`src/rtl/climate_ctrl_fsm.sv`:
```
// Greenhouse climate controller: thermometer-coded sensors drive heater/cooler
// through a hysteresis FSM with minimum dwell and a latched sensor-fault state.
module climate_ctrl_fsm #(
  parameter int N_SENS       = 4,
  parameter int HEAT_ON      = 0,
  parameter int HEAT_OFF     = 2,
  parameter int COOL_ON      = 4,
  parameter int COOL_OFF     = 2,
  parameter int MIN_DWELL    = 3,
  parameter int FAULT_CYCLES = 4
) (
  input  logic                            clk_2,
  input  logic                            reset_n,
  input  logic [N_SENS-1:0]               temp_code,
  input  logic                            fault_clr,
  output logic                            heater,
  output logic                            cooler,
  output logic                            fault,
  output logic [$clog2(N_SENS+1)-1:0]     level,
  output logic [1:0]                      state
);

  localparam int LVL_W   = $clog2(N_SENS + 1);
  localparam int DWELL_W = (MIN_DWELL > 1) ? $clog2(MIN_DWELL) : 1;
  localparam int INV_W   = (FAULT_CYCLES > 1) ? $clog2(FAULT_CYCLES) : 1;

  localparam logic [LVL_W-1:0]   HEAT_ON_L  = LVL_W'(HEAT_ON);
  localparam logic [LVL_W-1:0]   HEAT_OFF_L = LVL_W'(HEAT_OFF);
  localparam logic [LVL_W-1:0]   COOL_ON_L  = LVL_W'(COOL_ON);
  localparam logic [LVL_W-1:0]   COOL_OFF_L = LVL_W'(COOL_OFF);
  localparam logic [DWELL_W-1:0] DWELL_MAX  = DWELL_W'(MIN_DWELL - 1);
  localparam logic [INV_W-1:0]   INV_MAX    = INV_W'(FAULT_CYCLES - 1);
  localparam logic [N_SENS-1:0]  CODE_ONE   = N_SENS'(1);

  if (!((HEAT_ON < HEAT_OFF) && (HEAT_OFF <= COOL_OFF) && (COOL_OFF < COOL_ON) &&
        (COOL_ON <= N_SENS) && (HEAT_ON >= 0) && (MIN_DWELL >= 1) && (FAULT_CYCLES >= 1)))
  begin : g_param_check
    $error("climate_ctrl_fsm: illegal parameter set");
  end

  typedef enum logic [1:0] {
    IDLE  = 2'd0,
    HEAT  = 2'd1,
    COOL  = 2'd2,
    FAULT = 2'd3
  } state_t;

  function automatic logic [LVL_W-1:0] popcount(input logic [N_SENS-1:0] c);
    logic [LVL_W-1:0] cnt;
    cnt = '0;
    for (int i = 0; i < N_SENS; i++) begin
      cnt = cnt + LVL_W'(c[i]);
    end
    return cnt;
  endfunction

  // Thermometer form: adding one to a run of low ones leaves no overlap.
  function automatic logic is_thermo(input logic [N_SENS-1:0] c);
    logic [N_SENS-1:0] inc;
    inc = c + CODE_ONE;
    return ((c & inc) == '0);
  endfunction

  state_t               state_r;
  state_t               state_nxt_s;
  logic [DWELL_W-1:0]   dwell_cnt_r;
  logic [DWELL_W-1:0]   dwell_nxt_s;
  logic [INV_W-1:0]     inv_cnt_r;
  logic [INV_W-1:0]     inv_nxt_s;
  logic [LVL_W-1:0]     level_r;
  logic [LVL_W-1:0]     pop_s;
  logic                 valid_s;
  logic                 dwell_ok_s;
  logic                 heater_r;
  logic                 cooler_r;
  logic                 fault_r;

  assign pop_s      = popcount(temp_code);
  assign valid_s    = is_thermo(temp_code);
  assign dwell_ok_s = (dwell_cnt_r == DWELL_MAX);

  // Next-state selection in priority order; sensor-fault escalation ignores dwell.
  always_comb begin
    state_nxt_s = state_r;
    if ((state_r != FAULT) && !valid_s) begin
      if (inv_cnt_r == INV_MAX) begin
        state_nxt_s = FAULT;
      end else begin
        state_nxt_s = state_r;
      end
    end else begin
      case (state_r)
        IDLE: begin
          if (dwell_ok_s && (pop_s <= HEAT_ON_L)) begin
            state_nxt_s = HEAT;
          end else if (dwell_ok_s && (pop_s >= COOL_ON_L)) begin
            state_nxt_s = COOL;
          end else begin
            state_nxt_s = IDLE;
          end
        end
        HEAT: begin
          if (dwell_ok_s && (pop_s >= HEAT_OFF_L)) begin
            state_nxt_s = IDLE;
          end else begin
            state_nxt_s = HEAT;
          end
        end
        COOL: begin
          if (dwell_ok_s && (pop_s <= COOL_OFF_L)) begin
            state_nxt_s = IDLE;
          end else begin
            state_nxt_s = COOL;
          end
        end
        FAULT: begin
          if (fault_clr && valid_s) begin
            state_nxt_s = IDLE;
          end else begin
            state_nxt_s = FAULT;
          end
        end
        default: state_nxt_s = IDLE;
      endcase
    end
  end

  // Dwell and invalid-run counters; a state change always restarts the dwell.
  always_comb begin
    dwell_nxt_s = dwell_cnt_r;
    inv_nxt_s   = inv_cnt_r;
    if (state_nxt_s != state_r) begin
      dwell_nxt_s = '0;
    end else if (dwell_ok_s) begin
      dwell_nxt_s = dwell_cnt_r;
    end else begin
      dwell_nxt_s = dwell_cnt_r + DWELL_W'(1);
    end
    if (valid_s || ((state_r == FAULT) && (state_nxt_s == IDLE))) begin
      inv_nxt_s = '0;
    end else if (inv_cnt_r == INV_MAX) begin
      inv_nxt_s = inv_cnt_r;
    end else begin
      inv_nxt_s = inv_cnt_r + INV_W'(1);
    end
  end

  // State, counters, level and decoded outputs all update on the same edge.
  always_ff @(posedge clk_2 or negedge reset_n) begin
    if (!reset_n) begin
      state_r     <= IDLE;
      dwell_cnt_r <= DWELL_MAX;
      inv_cnt_r   <= '0;
      level_r     <= '0;
      heater_r    <= 1'b0;
      cooler_r    <= 1'b0;
      fault_r     <= 1'b0;
    end else begin
      state_r     <= state_nxt_s;
      dwell_cnt_r <= dwell_nxt_s;
      inv_cnt_r   <= inv_nxt_s;
      level_r     <= valid_s ? pop_s : level_r;
      heater_r    <= (state_nxt_s == HEAT);
      cooler_r    <= (state_nxt_s == COOL);
      fault_r     <= (state_nxt_s == FAULT);
    end
  end

  assign heater = heater_r;
  assign cooler = cooler_r;
  assign fault  = fault_r;
  assign level  = level_r;
  assign state  = state_r;

endmodule
```
`config.mk`:
```
export PLATFORM = sky130hd
export DESIGN_NAME = climate_ctrl_fsm
export DESIGN_NICKNAME = d
export VERILOG_FILES = /design/src/rtl/climate_ctrl_fsm.sv
export SDC_FILE = /design/constraint.sdc
export NUM_CORES = 1
export LEC_CHECK = 0
export CAP_MARGIN = 20
export CORE_UTILIZATION = 40
export DETAILED_ROUTE_END_ITERATION = 8
export DONT_BUFFER_PORTS = 1
export PLACE_DENSITY = 0.53
export SYNTH_ARGS = -nofsm -noshare
export SYNTH_HDL_FRONTEND = slang
export SYNTH_SLANG_ARGS = --single-unit
```
`constraint.sdc`:
```
create_clock -name clk_2 -period 3.6 [get_ports clk_2]
set_clock_uncertainty 0.15 [all_clocks]
set_input_delay 0.72 -clock clk_2 [delete_from_list [all_inputs] [get_ports clk_2]]
set_output_delay 0.72 -clock clk_2 [all_outputs]
set_load 0.01 [all_outputs]
```
---- Word level (Yosys, flattened, before mapping) ----
Index checks and enable logic that the tools add are counted.
Widths: inputs -> output; s select.
word-level totals
  memories kept ........................... 0
  bits in latches ......................... 0
  memory bits (writable) .................. 0
  bits of input ports ..................... 7
  bits in read-only memories .............. 0
  output and inout port bits .............. 8
  logic and storage cells ................. 54
  bits in registers ....................... 12
cells by class
  add/sub/neg operators ................... 6
  multiply operators ...................... 0
  muxes and demuxes ....................... 12
  eq/ne operators ......................... 12
  shift operators ......................... 0
  reductions and logical operators ........ 12
  magnitude comparators ................... 4
  div/mod/pow operators ................... 0
  bitwise operators ....................... 1
operators with widths
  operator             number
  $mux 2               10
  $eq 2x2->1 const B   6
  $pmux 2 s4           1
  $logic_and 1x1->1    7
  $add 2x1->2 const B  2
  $add 4x1->4 const B  1
  $and 4x4->4          1
  $eq 2x1->1 const B   2
  $logic_not 2->1      2
  $logic_not 4->1      1
  $ne 2x1->1 const B   2
  $add 2x1->3          1
  $add 3x1->3          1
  $ge 3x2->1 const B   1
  $ge 3x3->1 const B   1
  $le 3x1->1 const B   1
  $le 3x2->1 const B   1
  $add 1x1->2          1
  $ne 2x2->1           1
  $ne 2x2->1 const B   1
  $logic_not 1->1      1
  $logic_or 1x1->1     1
  $mux 1               1

---- Logic depth before layout (Yosys ltp) ----
  depth in word-level cells ............... 13
  gate-level depth with buffers ........... 11
  mapped depth without buffers ............ 11

---- Least setup slack after synthesis ----
OpenSTA, ideal clock, no wires.
  kind .................................... in2reg
  start ................................... in temp_code[0]
  end ..................................... reg dwell_cnt_r[0]
  stages .................................. 10
  path slack .............................. 0.663 ns
  arrival ................................. 2.656 ns
  library setup time ...................... 0.132 ns
  path through ............................ inv_1 -> fa_1 -> inv_1 -> ha_1 -> ha_1 -> o21a_1 -> a211oi_1 -> mux2i_1 -> o22ai_1 -> nor3_1
between the ends
  word-level cells in the longest chain between the ends .. 11
  elaborated cells between the ends (all ways) .. 27
  those cells by class .................... add/sub: 4; order compare: 4; eq/ne: 2; mux: 8; bitwise: 1; reduce/logical: 8
RTL lines
  what                                                          RTL line  text
  from (decl)                                                   14        input logic [N_SENS-1:0] temp_code,
  $add 1x1->2 *                                                 52        cnt = cnt + LVL_W'(c[i]);
  $add 2x1->3 *                                                 52
  $add 3x1->3 *                                                 52
  named net pop_s[1]                                            71        logic [LVL_W-1:0] pop_s;
  $ge 3x3->1                                                    96        end else if (dwell_ok_s && (pop_s >= COOL_ON_L)) begin
  $logic_and 1x1->1                                             96
  $mux 2                                                        96
  $mux 2                                                        94        if (dwell_ok_s && (pop_s <= HEAT_ON_L)) begin
  $pmux 2 s4 *                                                  92        case (state_r)
  $mux 2 *                                                      85        if ((state_r != FAULT) && !valid_s) begin
  $ne 2x2->1 *                                                  132       if (state_nxt_s != state_r) begin
  $ne 2x1->1 (no source line) / $mux 2 (equally long branches)  -
  to (signal assigned)                                          160       dwell_cnt_r <= dwell_nxt_s;
  to (decl)                                                     66        logic [DWELL_W-1:0] dwell_cnt_r;
The timed path passes the listed nets; every way through them passes the cells marked *.
A chain may end at the register's enable or synchronous reset.

---- Worst setup path in the final report ----
Ends and elaborated chain as after synthesis.

==> impl_metrics.prom <==
# TYPE chip_impl_metric gauge
chip_impl_metric{name="grt_antenna_before_repair",unit=""} 0
chip_impl_info{name="cts-root-buf",value="sky130_fd_sc_hd__clkbuf_4"} 1
chip_impl_metric{name="drt_first_pass_iters",unit=""} 4
chip_impl_metric{name="floorplan.die_area",unit="mm²"} 0.00204
chip_impl_metric{name="critical_path_peak_fanout",unit=""} 4
chip_impl_metric{name="yosysUniqueCellTypes",unit=""} 28
chip_impl_metric{name="detailroute.via_count",unit=""} 504
chip_impl_metric{name="fin_tns_setup",unit="ps"} 0
chip_impl_metric{name="first_pass_grt_wire_length",unit="µm"} 2170
chip_impl_metric{name="hold_viol_final",unit=""} 0
chip_impl_metric{name="post_dp_cell_area",unit="µm²"} 778
chip_impl_metric{name="p_per_area",unit="mW/mm²"} 713
chip_impl_metric{name="grt_max_degree",unit=""} 12
chip_impl_metric{name="clock_insertion_delay_worst_skew",unit="ps"} 260
chip_impl_metric{name="final_core_utilization",unit="%"} 47.2
chip_impl_metric{name="max_freq",unit="MHz"} 358
chip_impl_metric{name="worst-endpoint-required",unit="ps"} 3590
chip_impl_metric{name="initial_utilization",unit="%"} 42.8
chip_impl_metric{name="synth-seq-area-share",unit="%"} 40.4
chip_impl_info{name="rr_startpoint",value="dwell_cnt_r[1]$_DFFE_PN1P_"} 1
chip_impl_metric{name="whs",unit="ps"} 138
chip_impl_metric{name="syn2layout_area_growth",unit="%"} 10.4
chip_impl_metric{name="antennaDiodeCount",unit=""} 0
chip_impl_metric{name="report.final.slew_viol_count",unit=""} 0
chip_impl_metric{name="clkSinkCount",unit=""} 12
chip_impl_metric{name="gpl.final_weighted_congestion",unit=""} 0.701
chip_impl_metric{name="vias_per_cell",unit=""} 4.99
chip_impl_info{name="cts_tree",value="done"} 1
chip_impl_info{name="path_class",value="in -> reg"} 1
chip_impl_metric{name="core.rowCount",unit=""} 15
chip_impl_metric{name="nFillCells",unit=""} 173
chip_impl_metric{name="core-area",unit="mm²"} 0.00175
chip_impl_metric{name="num_cts_buffers",unit=""} 3
chip_impl_metric{name="synthCells",unit=""} 71
chip_impl_info{name="setup_repair_after_global_routing_missed_its_margin",value="false"} 1
chip_impl_metric{name="route.antenna.remaining_nets",unit=""} 0
chip_impl_metric{name="groute.usage.overall",unit="%"} 15.6
chip_impl_metric{name="reg2reg_slack",unit="ps"} 1640
chip_impl_metric{name="post-layout-total-power",unit="mW"} 0.588
chip_impl_metric{name="ctsResizeCount",unit=""} 0
chip_impl_metric{name="fin_crit_sh",unit="%"} 77.5
chip_impl_metric{name="setup-violations-final",unit=""} 0
chip_impl_metric{name="estimated_wirelength_of_the_detail_placed_design",unit="µm"} 1020
chip_impl_metric{name="placement.io_buffers",unit=""} 0
chip_impl_metric{name="syn-num-nets",unit=""} 86
chip_impl_metric{name="remaining_max_slew_budget_at_the_tightest_pin",unit="%"} 67.3
chip_impl_metric{name="drt_drc_violations_left",unit=""} 0
chip_impl_metric{name="die_x",unit="µm"} 45.2
chip_impl_metric{name="die_y",unit="µm"} 45.2
chip_impl_info{name="rr_endpoint",value="heater$_DFF_PN0_"} 1
chip_impl_metric{name="htree_num_levels",unit=""} 1
chip_impl_metric{name="clock_slew_at_reported_path_ffs",unit="ps"} 70
chip_impl_metric{name="p_leak",unit="nW"} 0.394
chip_impl_metric{name="synth_area",unit="µm²"} 747
chip_impl_info{name="min_delay_worst_type",value="in -> async"} 1
chip_impl_metric{name="number_of_global_route_vias_before_repair",unit=""} 485
chip_impl_metric{name="synth.avg_cell_area",unit="µm²"} 10.5
chip_impl_info{name="outcome",value="complete, no violations"} 1
chip_impl_metric{name="worst_r2r_path_depth",unit=""} 7
chip_impl_metric{name="max_slew.worst_pin.slew",unit="ps"} 490
chip_impl_metric{name="design.final.nets",unit=""} 92
chip_impl_metric{name="final_period_minus_worst_setup_slack",unit="ps"} 2790
chip_impl_metric{name="ioPinCount",unit=""} 15
chip_impl_metric{name="vdd_ir_drop_max",unit="V"} 0.000333
chip_impl_metric{name="cp.arrival",unit="ps"} 2780
chip_impl_info{name="endpoint_kind",value="flip-flop"} 1
chip_impl_metric{name="drt_iter0_markers",unit=""} 8
chip_impl_metric{name="clockBufferDepth",unit=""} 2
chip_impl_metric{name="grt_overflow",unit=""} 0
chip_impl_metric{name="synth_seq_cells",unit=""} 12
chip_impl_metric{name="wl_per_cell",unit="µm"} 12.5
chip_impl_metric{name="route.final.wire_length",unit="µm"} 1270
chip_impl_metric{name="postLayoutCellArea",unit="µm²"} 825
chip_impl_metric{name="timing.max_cap.violations",unit=""} 0
chip_impl_metric{name="yosysWarningCount",unit=""} 0
chip_impl_metric{name="layout-drive-gt1-share",unit="%"} 17.1
chip_impl_info{name="worst_setup_path_start_kind",value="input port"} 1
synth_stat cells:
master                      number  area share [%]
sky130_fd_sc_hd__a211oi_1        1             1.0
sky130_fd_sc_hd__a21oi_1         2             1.3
sky130_fd_sc_hd__a221o_2         1             1.5
sky130_fd_sc_hd__a221oi_4        1             3.5
sky130_fd_sc_hd__a311oi_1        1             1.2
sky130_fd_sc_hd__a32oi_1         1             1.2
sky130_fd_sc_hd__and3_2          1             1.0
sky130_fd_sc_hd__dfrtp_1        11              37
sky130_fd_sc_hd__dfstp_2         1             3.5
sky130_fd_sc_hd__fa_1            1             2.7
sky130_fd_sc_hd__ha_1            7              12
sky130_fd_sc_hd__inv_1           9             4.5
sky130_fd_sc_hd__inv_2           1            0.50
sky130_fd_sc_hd__mux2_2          2             3.0
sky130_fd_sc_hd__mux2i_1         4             5.4
sky130_fd_sc_hd__nand2_1         5             2.5
sky130_fd_sc_hd__nand2b_1        2             1.7
sky130_fd_sc_hd__nand3_1         2             1.3
sky130_fd_sc_hd__nand3_2         1             1.3
sky130_fd_sc_hd__nor2_1          6             3.0
sky130_fd_sc_hd__nor2b_1         2             1.7
sky130_fd_sc_hd__nor3_1          2             1.3
sky130_fd_sc_hd__o21a_1          1             1.0
sky130_fd_sc_hd__o21ai_1         1            0.67
sky130_fd_sc_hd__o22ai_1         1            0.84
sky130_fd_sc_hd__o2bb2ai_2       1             2.0
sky130_fd_sc_hd__o311a_1         1             1.3
sky130_fd_sc_hd__xor2_1          2             2.3
state kept, by name, summed over array words and instances, names as in the netlist:
signal,flops
state,2
cooler,1
inv_cnt_r,2
dwell_cnt_r,2
level,3
fault,1
heater,1
report_power, final:
group	switching, mW	leakage, nW	internal, mW
Clock	0.0432	0.0210	0.0614
Combinational	0.120	0.227	0.104
Sequential	0.0637	0.146	0.196
stage by stage:
step	cells	setup slack [ps]
detailed placement	96	527
global placement	96	564
finish	101	810
CTS	101	802
global route	101	614
floorplan	71	663
per-layer routing:
| layer | track usage [%] | wire, µm | up-vias | share of wire (%) |
|---|---|---|---|---|
| li1 | - | - | 256 | - |
| met1 | 19.8 | 617 | 241 | 49 |
| met2 | 23.5 | 600 | 5 | 47 |
| met3 | 4.40 | 37 | 2 | 2.9 |
| met4 | 9.09 | 12 | 0 | 0.95 |
| met5 | 0 | 0 | - | 0 |
cells by family (layout without fill, tap and decap cells):
| group | count (synthesis) | in the layout | synth area share (%) |
|---|---|---|---|
| AOI/OAI and AO/OA | 12 | 12 | 15.6 |
| xor gates and xnor gates | 2 | 2 | 2.35 |
| adders and majority gates | 8 | 8 | 14.4 |
| buffers and inverters | 10 | 15 | 5.02 |
| DFF | 12 | 12 | 40.4 |
| muxes | 6 | 6 | 8.38 |
| and+or+nand+nor | 21 | 21 | 13.9 |
worst max-delay path, stage by stage:
cell                       delay, ps
sky130_fd_sc_hd__inv_1            50
sky130_fd_sc_hd__fa_1            530
sky130_fd_sc_hd__inv_1            40
sky130_fd_sc_hd__ha_1            190
sky130_fd_sc_hd__ha_1            330
sky130_fd_sc_hd__o21a_1          210
sky130_fd_sc_hd__a211oi_1        250
sky130_fd_sc_hd__mux2i_1         150
sky130_fd_sc_hd__o22ai_1         230
sky130_fd_sc_hd__nor3_1           90
layout by cell type (no fill, tap or decap), types with 2 or more instances in the layout:
master | Yosys | routed
sky130_fd_sc_hd__a21oi_1 | 2 | 2
sky130_fd_sc_hd__dfrtp_1 | 11 | 11
sky130_fd_sc_hd__nor2_1 | 6 | 6
sky130_fd_sc_hd__nor3_1 | 2 | 2
sky130_fd_sc_hd__clkbuf_4 | 0 | 3
sky130_fd_sc_hd__nor2b_1 | 2 | 2
sky130_fd_sc_hd__nand2_1 | 5 | 5
sky130_fd_sc_hd__nand2b_1 | 2 | 2
sky130_fd_sc_hd__mux2_2 | 2 | 2
sky130_fd_sc_hd__inv_1 | 9 | 9
sky130_fd_sc_hd__mux2i_1 | 4 | 4
sky130_fd_sc_hd__ha_1 | 7 | 7
sky130_fd_sc_hd__nand3_1 | 2 | 2
sky130_fd_sc_hd__xor2_1 | 2 | 2
how the worst max path moves through the flow:
| stage | startpoint | end | slack, ps |
|---|---|---|---|
| 2_1_floorplan | temp_code[0] | dwell_cnt_r[0]$_DFFE_PN0P_ | 660 |
| 3_3_place_gp | temp_code[0] | dwell_cnt_r[0]$_DFFE_PN0P_ | 560 |
| 3_5_place_dp | temp_code[0] | dwell_cnt_r[0]$_DFFE_PN0P_ | 530 |
| 4_1_cts | temp_code[0] | dwell_cnt_r[0]$_DFFE_PN0P_ | 800 |
| 5_1_grt | temp_code[0] | dwell_cnt_r[0]$_DFFE_PN0P_ | 610 |
| 6_report | temp_code[0] | dwell_cnt_r[0]$_DFFE_PN0P_ | 810 |
area by class of cell:
class,instances,area (µm²),area share [%]
clock buffer,4,36.3,4.40
inverter,10,37.5,4.55
timing repair buffer,1,10.0,1.21
tap,25,31.3,3.79
sequential,12,302,36.6
multi-input combinational,49,408,49.5
what timing repair did:
item,in CTS,in global routing
hold endpoints to repair,11,0
buffers inserted,0,0
hold buffers,1,0
Note: power is estimated with default switching activity, not from simulation.
